===== config.mk =====
export PLATFORM = sky130hd
export DESIGN_NAME = afe2256_cfg_sequencer
export DESIGN_NICKNAME = d
export VERILOG_FILES = /design/src/rtl/afe2256_cfg_pkg.sv /design/src/rtl/afe_spi_word_tx.sv /design/src/rtl/afe2256_cfg_sequencer.sv
export SDC_FILE = /design/constraint.sdc
export NUM_CORES = 1
export LEC_CHECK = 0
export CAP_MARGIN = 5
export CELL_PAD_IN_SITES_DETAIL_PLACEMENT = 1
export CELL_PAD_IN_SITES_GLOBAL_PLACEMENT = 2
export CORE_MARGIN = 1.5
export CORE_UTILIZATION = 40
export CTS_BUF_LIST = sky130_fd_sc_hd__clkbuf_8
export CTS_CLUSTER_DIAMETER = 120
export CTS_CLUSTER_SIZE = 12
export DETAILED_ROUTE_END_ITERATION = 6
export PLACE_DENSITY_LB_ADDON = 0.1
export SYNTH_ARGS = -nofsm -noshare
export SYNTH_HDL_FRONTEND = slang
export SYNTH_SLANG_ARGS = --single-unit

===== constraint.sdc =====
create_clock -name clk -period 6.2 [get_ports clk]
set_clock_uncertainty 0.1 [all_clocks]
set_input_delay 1.55 -clock clk [delete_from_list [all_inputs] [get_ports clk]]
set_output_delay 1.55 -clock clk [all_outputs]
set_load 0.005 [all_outputs]

===== src/rtl/afe2256_cfg_pkg.sv =====
// Register map, FSM state types and the fixed power-up table for the AFE2256 configuration sequencer.
package afe2256_cfg_pkg;

  localparam int unsigned ADDR_W    = 8;
  localparam int unsigned DATA_W    = 16;
  localparam int unsigned WORD_W    = ADDR_W + DATA_W;
  localparam int unsigned TABLE_LEN = 8;
  localparam int unsigned IDX_W     = 3;
  localparam int unsigned TP_W      = 5;

  localparam logic [IDX_W-1:0] IDX_LAST = IDX_W'(TABLE_LEN - 1);

  localparam logic [ADDR_W-1:0] REG_RESET        = 8'h00;
  localparam logic [ADDR_W-1:0] REG_TEST_PATTERN = 8'h10;
  localparam logic [ADDR_W-1:0] REG_STR          = 8'h11;
  localparam logic [ADDR_W-1:0] REG_POWER_DOWN   = 8'h13;
  localparam logic [ADDR_W-1:0] REG_TRIM_LOAD    = 8'h30;
  localparam logic [ADDR_W-1:0] REG_INPUT_RANGE  = 8'h5C;
  localparam logic [ADDR_W-1:0] REG_POWER_MODE   = 8'h5D;
  localparam logic [ADDR_W-1:0] REG_INTG_MODE    = 8'h5E;

  typedef enum logic [2:0] {
    ST_IDLE,
    ST_LOAD,
    ST_XFER,
    ST_GAP,
    ST_SYNC,
    ST_DONE
  } cfg_state_t;

  typedef enum logic [1:0] {
    TX_IDLE,
    TX_SETUP,
    TX_SHIFT,
    TX_HOLD
  } tx_state_t;

  typedef struct packed {
    logic [ADDR_W-1:0] addr;
    logic [DATA_W-1:0] data;
  } cfg_word_t;

  // Init table entry; only the test-pattern word depends on the latched tp_sel.
  function automatic cfg_word_t init_word(input logic [IDX_W-1:0] idx,
                                          input logic [TP_W-1:0]  tp_sel);
    cfg_word_t w;
    w.addr = REG_RESET;
    w.data = 16'h0000;
    case (idx)
      3'd0: begin w.addr = REG_RESET;        w.data = 16'h0001;                 end
      3'd1: begin w.addr = REG_TRIM_LOAD;    w.data = 16'h0002;                 end
      3'd2: begin w.addr = REG_POWER_DOWN;   w.data = 16'h0000;                 end
      3'd3: begin w.addr = REG_TEST_PATTERN; w.data = {6'b0, tp_sel, 5'b0};     end
      3'd4: begin w.addr = REG_STR;          w.data = 16'h0010;                 end
      3'd5: begin w.addr = REG_INPUT_RANGE;  w.data = 16'h0000;                 end
      3'd6: begin w.addr = REG_POWER_MODE;   w.data = 16'h0000;                 end
      3'd7: begin w.addr = REG_INTG_MODE;    w.data = 16'h0000;                 end
    endcase
    return w;
  endfunction

endpackage


===== src/rtl/afe_spi_word_tx.sv =====
// 24-bit SPI word transmitter: chip-select setup, MSB-first shift with divided SCK, chip-select hold.
module afe_spi_word_tx
  import afe2256_cfg_pkg::*;
#(
  parameter int unsigned CLK_DIV = 4
) (
  input  logic              clk,
  input  logic              rst_n,
  input  logic              load,
  input  logic [WORD_W-1:0] word,
  output logic              sck,
  output logic              sdi,
  output logic              sen_n,
  output logic              word_done_c
);

  localparam int unsigned DIV_W = (CLK_DIV > 2) ? $clog2(CLK_DIV) : 1;
  localparam int unsigned BIT_W = $clog2(WORD_W);
  localparam logic [DIV_W-1:0] DIV_LAST = DIV_W'(CLK_DIV - 1);
  localparam logic [BIT_W-1:0] BIT_LAST = BIT_W'(WORD_W - 1);

  tx_state_t         state, state_nxt;
  logic [DIV_W-1:0]  div_cnt, div_cnt_nxt;
  logic [BIT_W-1:0]  bit_cnt, bit_cnt_nxt;
  logic [WORD_W-1:0] shreg, shreg_nxt;
  logic              sck_nxt, sdi_nxt, sen_n_nxt;
  logic              div_end;

  assign div_end = (div_cnt == DIV_LAST);

  always_ff @(posedge clk or negedge rst_n) begin
    if (!rst_n) begin
      state   <= TX_IDLE;
      div_cnt <= '0;
      bit_cnt <= '0;
      shreg   <= '0;
      sck     <= 1'b0;
      sdi     <= 1'b0;
      sen_n   <= 1'b1;
    end else begin
      state   <= state_nxt;
      div_cnt <= div_cnt_nxt;
      bit_cnt <= bit_cnt_nxt;
      shreg   <= shreg_nxt;
      sck     <= sck_nxt;
      sdi     <= sdi_nxt;
      sen_n   <= sen_n_nxt;
    end
  end

  // SCK low half precedes high half, so sdi always settles a full half-period before the rising edge.
  always_comb begin
    state_nxt   = state;
    div_cnt_nxt = div_cnt;
    bit_cnt_nxt = bit_cnt;
    shreg_nxt   = shreg;
    sck_nxt     = sck;
    sdi_nxt     = sdi;
    sen_n_nxt   = sen_n;
    word_done_c = 1'b0;
    case (state)
      TX_IDLE: begin
        if (load) begin
          state_nxt   = TX_SETUP;
          div_cnt_nxt = '0;
          bit_cnt_nxt = '0;
          shreg_nxt   = word;
          sdi_nxt     = word[WORD_W-1];
          sck_nxt     = 1'b0;
          sen_n_nxt   = 1'b0;
        end
      end
      TX_SETUP: begin
        div_cnt_nxt = div_cnt + DIV_W'(1);
        if (div_end) begin
          div_cnt_nxt = '0;
          state_nxt   = TX_SHIFT;
        end
      end
      TX_SHIFT: begin
        div_cnt_nxt = div_cnt + DIV_W'(1);
        if (div_end) begin
          div_cnt_nxt = '0;
          if (!sck) begin
            sck_nxt = 1'b1;
          end else begin
            sck_nxt     = 1'b0;
            shreg_nxt   = {shreg[WORD_W-2:0], 1'b0};
            sdi_nxt     = shreg[WORD_W-2];
            bit_cnt_nxt = bit_cnt + BIT_W'(1);
            if (bit_cnt == BIT_LAST) begin
              state_nxt = TX_HOLD;
              sdi_nxt   = 1'b0;
            end
          end
        end
      end
      TX_HOLD: begin
        div_cnt_nxt = div_cnt + DIV_W'(1);
        if (div_end) begin
          div_cnt_nxt = '0;
          sen_n_nxt   = 1'b1;
          state_nxt   = TX_IDLE;
          word_done_c = 1'b1;
        end
      end
      default: state_nxt = TX_IDLE;
    endcase
  end

endmodule


===== src/rtl/afe2256_cfg_sequencer.sv =====
// AFE2256 power-up configuration sequencer and host register-write port driving the ROIC SPI pins.
// Optional frame-sync pulse after the init table is enabled with `define AFE_CFG_SYNC_EN.
module afe2256_cfg_sequencer
  import afe2256_cfg_pkg::*;
#(
  parameter int unsigned CLK_DIV    = 4,
  parameter int unsigned GAP_CYCLES = 8,
  parameter int unsigned SYNC_WIDTH = 4
) (
  input  logic              clk,
  input  logic              rst_n,
  input  logic              start,
  input  logic [TP_W-1:0]   tp_sel,
  input  logic              wr_req,
  input  logic [ADDR_W-1:0] wr_addr,
  input  logic [DATA_W-1:0] wr_data,
  output logic              wr_ack,
  output logic              busy,
  output logic              done,
  output logic [IDX_W-1:0]  cmd_idx,
  output logic              roic_spi_sck,
  output logic              roic_spi_sdi,
  output logic              roic_spi_sen_n,
  output logic              roic_sync
);

  localparam int unsigned CNT_MAX = (GAP_CYCLES > SYNC_WIDTH) ? GAP_CYCLES : SYNC_WIDTH;
  localparam int unsigned CNT_W   = $clog2(CNT_MAX + 1);
  // The LOAD cycle is already a chip-select-high cycle, so GAP itself is one shorter.
  localparam logic [CNT_W-1:0] GAP_LAST = CNT_W'((GAP_CYCLES > 1) ? GAP_CYCLES - 2 : 0);
`ifdef AFE_CFG_SYNC_EN
  localparam logic [CNT_W-1:0] SYNC_LAST = CNT_W'((SYNC_WIDTH > 0) ? SYNC_WIDTH - 1 : 0);
`endif

  cfg_state_t       state, state_nxt;
  logic             table_mode;
  logic [TP_W-1:0]  tp_lat;
  cfg_word_t        host_word;
  logic [CNT_W-1:0] cnt;
  cfg_word_t        tx_word_c;
  logic             tx_load_c;
  logic             tx_done_c;

  assign tx_load_c = (state == ST_LOAD);
  assign tx_word_c = table_mode ? init_word(cmd_idx, tp_lat) : host_word;

  afe_spi_word_tx #(
    .CLK_DIV (CLK_DIV)
  ) u_tx (
    .clk         (clk),
    .rst_n       (rst_n),
    .load        (tx_load_c),
    .word        (tx_word_c),
    .sck         (roic_spi_sck),
    .sdi         (roic_spi_sdi),
    .sen_n       (roic_spi_sen_n),
    .word_done_c (tx_done_c)
  );

  always_ff @(posedge clk or negedge rst_n) begin
    if (!rst_n) state <= ST_IDLE;
    else        state <= state_nxt;
  end

  // start wins over wr_req; the host request stays pending until the FSM is back in IDLE.
  always_comb begin
    state_nxt = state;
    case (state)
      ST_IDLE: if (start || wr_req) state_nxt = ST_LOAD;
      ST_LOAD: state_nxt = ST_XFER;
      ST_XFER: if (tx_done_c) state_nxt = ST_GAP;
      ST_GAP: begin
        if (cnt == GAP_LAST) begin
          if (!table_mode) begin
            state_nxt = ST_IDLE;
          end else if (cmd_idx != IDX_LAST) begin
            state_nxt = ST_LOAD;
          end else begin
`ifdef AFE_CFG_SYNC_EN
            state_nxt = ST_SYNC;
`else
            state_nxt = ST_DONE;
`endif
          end
        end
      end
`ifdef AFE_CFG_SYNC_EN
      ST_SYNC: if (cnt == SYNC_LAST) state_nxt = ST_DONE;
`endif
      ST_DONE: state_nxt = ST_IDLE;
      default: state_nxt = ST_IDLE;
    endcase
  end

  always_ff @(posedge clk or negedge rst_n) begin
    if (!rst_n) begin
      table_mode <= 1'b0;
      tp_lat     <= '0;
      host_word  <= '0;
      cmd_idx    <= '0;
      cnt        <= '0;
      wr_ack     <= 1'b0;
      busy       <= 1'b0;
      done       <= 1'b0;
    end else begin
      wr_ack <= 1'b0;
      busy   <= (state_nxt != ST_IDLE);
      done   <= (state == ST_DONE);
      if (state == ST_IDLE) begin
        if (start) begin
          tp_lat     <= tp_sel;
          cmd_idx    <= '0;
          table_mode <= 1'b1;
        end else if (wr_req) begin
          host_word  <= '{addr: wr_addr, data: wr_data};
          table_mode <= 1'b0;
          wr_ack     <= 1'b1;
        end
      end
      if (state == ST_GAP && state_nxt == ST_LOAD) cmd_idx <= cmd_idx + IDX_W'(1);
      if (state_nxt != state)                        cnt <= '0;
      else if (state == ST_GAP || state == ST_SYNC)  cnt <= cnt + CNT_W'(1);
    end
  end

`ifdef AFE_CFG_SYNC_EN
  always_ff @(posedge clk or negedge rst_n) begin
    if (!rst_n) roic_sync <= 1'b0;
    else        roic_sync <= (state == ST_SYNC);
  end
`else
  assign roic_sync = 1'b0;
`endif

endmodule


; ---- Yosys cells after proc, flatten, opt, wreduce, memory -nomap -nowiden
; Cells that the tools add are included.
[totals]
regBits = 78
inputBits = 33
output_inout_bits = 10
elab_cells = 120
[op_classes]
add_sub_neg = 4
n_eq_ne = 27
muxes = 49
bitwise_logic = 1
n_reduce_logical = 22
[op_table]
columns = operator, n
row1 = one-hot mux 24 bit (8 select lines), 1
row2 = two-way mux 23 bit, 3
row3 = one-hot mux 23 bit (2 select lines), 1
row4 = two-way mux 24 bit, 1
row5 = two-way mux 3 bit, 8
row6 = "== test 3 bit, second input constant", 6
row7 = two-way mux 2 bit, 8
row8 = two-way mux 1 bit, 15
row9 = two-way mux 5 bit, 3
row10 = "== test 3 x 2 -> 1 bit, second input constant", 4
row11 = one-hot mux 3 bit (4 select lines), 1
row12 = nonzero test 2 bit, 6
row13 = "inequality test 2 x 1 -> 1 bit, second input constant", 5
row14 = one-hot mux 5 bit (2 select lines), 1
row15 = "== test 3 x 1 -> 1 bit, second input constant", 3
row16 = AND reduction 3 bit, 3
row17 = two-way mux 4 bit, 2
row18 = one-hot mux 2 bit (4 select lines), 1
row19 = "== test 2 bit, second input constant", 3
row20 = zero test 3 bit, 2
row21 = one-hot mux 1 bit (2 select lines), 3
row22 = AND reduction 2 bit, 3
row23 = AND reduction 6 bit, 1
row24 = "adder 5 x 1 -> 5 bit, second input constant", 1
row25 = other kinds (17), 18

; ---- Logic depth before layout (Yosys ltp)
[logic_depth]
depth_word = 9
depth_mapped = 8
mapped_depth_nobuf = 6

; ---- Modules after synthesis
; Synthesis repeated with hierarchy kept, for this count alone.
[unflattened]
cells_unflattened = 363
area_unflattened_um2 = 4030.1
[by_module_without_submodules]
columns = module, n_inst, cells_per_inst, area_each_um2, seq_area_each_um2
row1 = afe2256_cfg_sequencer, 1, 196, 2288.4, 1076.0
row2 = afe_spi_word_tx, 1, 167, 1741.7, 877.1

; ---- Least setup slack after synthesis
; No wires, ideal clock.
[synth_timing]
path_type = in2reg
start = in start
end = reg cmd_idx[2]
setup_ns = 0.146
t_arrival_ns = 2.527
t_required_ns = 5.954
slack_ns = 3.427
path_stages = 4
n_path_buf = 0
cell_sequence = nor4b_1 nor2_1 o211ai_1 o311ai_0
[synth_via]
elab_chain_cells = 7
elab_cells_between_ends = 9
cone_classes = 1 x eq/ne / 3 x mux / 5 x reduce/logical
[synth_rtl]
columns = element, line_no
row1 = from (decl), afe2256_cfg_sequencer.sv:12  ; input logic start,
row2 = logical OR 1 bit, afe2256_cfg_sequencer.sv:69  ; ST_IDLE: if (start || wr_req) state_nxt = ST_LOAD;
row3 = two-way mux 3 bit, afe2256_cfg_sequencer.sv:69
row4 = one-hot mux 3 bit (4 select lines), afe2256_cfg_sequencer.sv:68  ; case (state)
row5 = == test 3 x 1 -> 1 bit, afe2256_cfg_sequencer.sv:120  ; if (state == ST_GAP && state_nxt == ST_LOAD) cmd_idx <= cmd_idx + IDX_W'(1);
row6 = logical AND 1 bit, afe2256_cfg_sequencer.sv:120
row7 = nonzero test 2 bit (no line), -
row8 = AND reduction 2 bit (no line), -
row9 = to (signal assigned), afe2256_cfg_sequencer.sv:120
row10 = to (decl), afe2256_cfg_sequencer.sv:20  ; output logic [IDX_W-1:0] cmd_idx,
; Parallel ways exist; a longest one is shown, timed or not.
; A chain may end at the register's enable or synchronous reset.

; ---- Worst setup path in the final report
; Same ends and word-level chain as after synthesis.

==> metrics <==
run status complete, no violations; mapped cell area about 3800 um2; ys flop type dfrtp_1; Root Buffer clkbuf_8; Post-DP HPWL a little under 6 mm; number of global-route vias before repair 3119; final setup fails 0; Clock Power Share 45.0%; Setup TNS 0 ps; HP Class flop to flop; # IOs 43; H-tree levels 3; xor and xnor area share after synthesis less than 1%; sequential share of power 51.8%; Synth Register Bits 78; gp weighted congestion around 0.82; net switching power between 200 and 250 uW; die width around 100 um; total track usage about a fifth; Vias/cell 5.27; crit path max fanout 7; min Tclk post-route 3300 ps; Ys Warns 0; DR DRC count 0; hold buffers post-CTS 0; via count 2905; Post-CTS Repair Setup Buffers 0; CTS tree built; Worst VDD drop 96.8 uV; Post-synth EDFFs 0; CTS Sinks 78; Worst Path Arrival 3420 ps; CTS max path bufs 2; Power Density 216 nW/um2; Pleak 0.00203 uW; area leader, netlist dfrtp_1; simple-gate portion of the synthesized area 15.9%; fraction of layout cells with a size suffix above 1 roughly an eighth; die height 101 um; Async SR Flop Fraction 100%; switching share of power approximately 22%; cell count after synthesis 383; Max Cap Viol 0; kind of critical path input pin to flop; initial antenna violation count 0; combinational fraction of design power 3.2%; max-slew violations 0; first-pass GRT wire length ~15 mm; unrepaired setup endpoints after global routing false; DRT antenna net count 0; proportion of synthesized area in mux cells 8.42%; Post-CTS Resized 0; Req. time, crit path 6320 ps; GR Overflow Total 0; Die ar. 10200 um2; Yosys top cell area share 50.3%; Pint 769 uW; First-pass DRT Iterations 4; transition time of the tightest slew-check pin 1090 ps; compound-gate portion of the synthesized area between 10% and 20%; Netlist cell types 46; n_diodes 0; clock-pin transition on the worst setup and hold timing paths 90 ps; Clock Latency Late Sink 350 ps; Nets 465; drt initial violations just over 60; crit path max-delay cell type nor4b_1; kind of start point of the critical path input pin; effective utilization at floorplan between 40% and 50%; Routed WL 8.65 mm; Hold WS between 300 and 400 ps; # rows 35; P&R area growth vs syn 19.3%; routed len/inst 15.7 um; Crit path largest cell delay approximately 900 ps; Fmax about 300 MHz; Post-Synth Adder-Cell Area 4.90%; CP Capture Type flop; largest family of logic cells by synthesized area simple AND/OR/NAND/NOR gates; register area share after synthesis around half; utilization after layout between 40% and 50%; Final Hold Vio Count 0; CTS buffer count 9; Slew HR 26.0%; synth top area cells dfrtp_1, mux2_2, ha_1; number of port buffers 41; Net Count, Synth roughly 430; core area 9280 um2; Avg Synthesized Cell Area 10.0 um2; largest net degree at the start of global routing just under 80; period utilization ~53%; Critical Path, Cell by Cell clkdlybuf4s50_1 -> nor4b_1 -> nor2_1 -> o211ai_1 -> o311ai_0
==> metal layers <==
metal	global-route usage, %	wire [um]	share of wire [%]	vias to the layer above
met2	31.3	4130	48	31
met5	0	0	0	-
met1	24.7	4220	49	1450
met3	2.64	199	2.3	10
li1	-	-	-	1414
met4	6.84	99	1.1	0
==> cells by family after synthesis <==
family,Yosys count
and+or+nand+nor,131
muxes,29
xor gates and xnor gates,3
DFF,78
other,1
AOI/OAI and AO/OA,93
adders and majority gates,15
buffers and inverters,33
==> cell type report <==
type	instances	area (um2)
Sequential cell	78	1950
Fill cell	1062	4710
Inverter	12	45.0
Tap cell	129	161
Timing Repair Buffer	44	430
Clock inverter	6	93.8
Multi-Input combinational cell	272	1750
Clock buffer	10	138
==> sequential cells by signal, summed over array words and instances, names as in the netlist, 2 cells and up <==
name          count
host_word        24
u_tx.bit_cnt      5
u_tx.shreg       23
cmd_idx           3
tp_lat            5
u_tx.div_cnt      2
u_tx.state        2
state             3
cnt               4
==> per-stage QoR <==
stage	worst slack (ps)	power, uW	cell area, um2	std cells
detailed placement	2530	554	4340	535
floorplan	3430	523	3830	383
global placement	2530	554	4340	535
global route	2710	1030	4570	551
CTS	2910	1000	4570	551
finish	2900	987	4570	551
==> cell usage after synthesis, drive strengths merged (3+ instances only) <==
cell type  instances
dfrtp             77
nor4               3
nand3             13
ha                15
clkbuf            17
a221oi            12
nor2              36
inv               12
a21o               3
a31oi              4
mux2              26
a21oi             28
o21ai             25
nand2b            13
or3                3
nand2             48
buf                4
xnor2              3
nand3b             4
mux2i              3
==> path summary, 6_finish.rpt <==
check	cells past startpoint	startpoint	endpoint	slack [ps]
worst min register to register	2	u_tx.sdi$_DFFE_PN0P_	u_tx.sdi$_DFFE_PN0P_	380
worst max-delay path	5	start	cmd_idx[2]$_DFFE_PN0P_	2900
worst max register to register	7	u_tx.state[0]$_DFFE_PN0P_	u_tx.shreg[15]$_DFFE_PN0P_	3540
worst min-delay path	2	u_tx.sdi$_DFFE_PN0P_	u_tx.sdi$_DFFE_PN0P_	380
max in group asynchronous	1	rst_n	host_word[9]$_DFFE_PN0P_	4070
min in group asynchronous	1	rst_n	u_tx.sck$_DFFE_PN0P_	1250
==> worst max-delay path, delay by kind of cell <==
| family | cells | cell delay (ps) |
|---|---|---|
| compound gates | 2 | 290 |
| buf+inv | 1 | 530 |
| simple gates | 2 | 1050 |
==> placed cells by master, fill, tap and decap left out, drive strengths merged, types with 3 or more instances in the layout <==
cell type and instances:
or3 3, clkdlybuf4s50 40, clkbuf 10, buf 4
ha 15, nand3b 4, a21o 3, a31oi 4
nand2b 13, nand3 13, mux2 26, mux2i 3
nand2 48, a21oi 28, inv 13, dfrtp 77
o21ai 25, xnor2 3, a221oi 12, nor2 36
nor4 3
==> power groups by stage <==
stage	logic, uW	registers, uW	clock network, uW
floorplan	2.25	521	0
global placement	32.9	521	0
detailed placement	33.2	521	0
CTS	33.3	511	459
global route	36.1	511	479
finish	32.0	511	444
(Power assumes the default switching activity.)
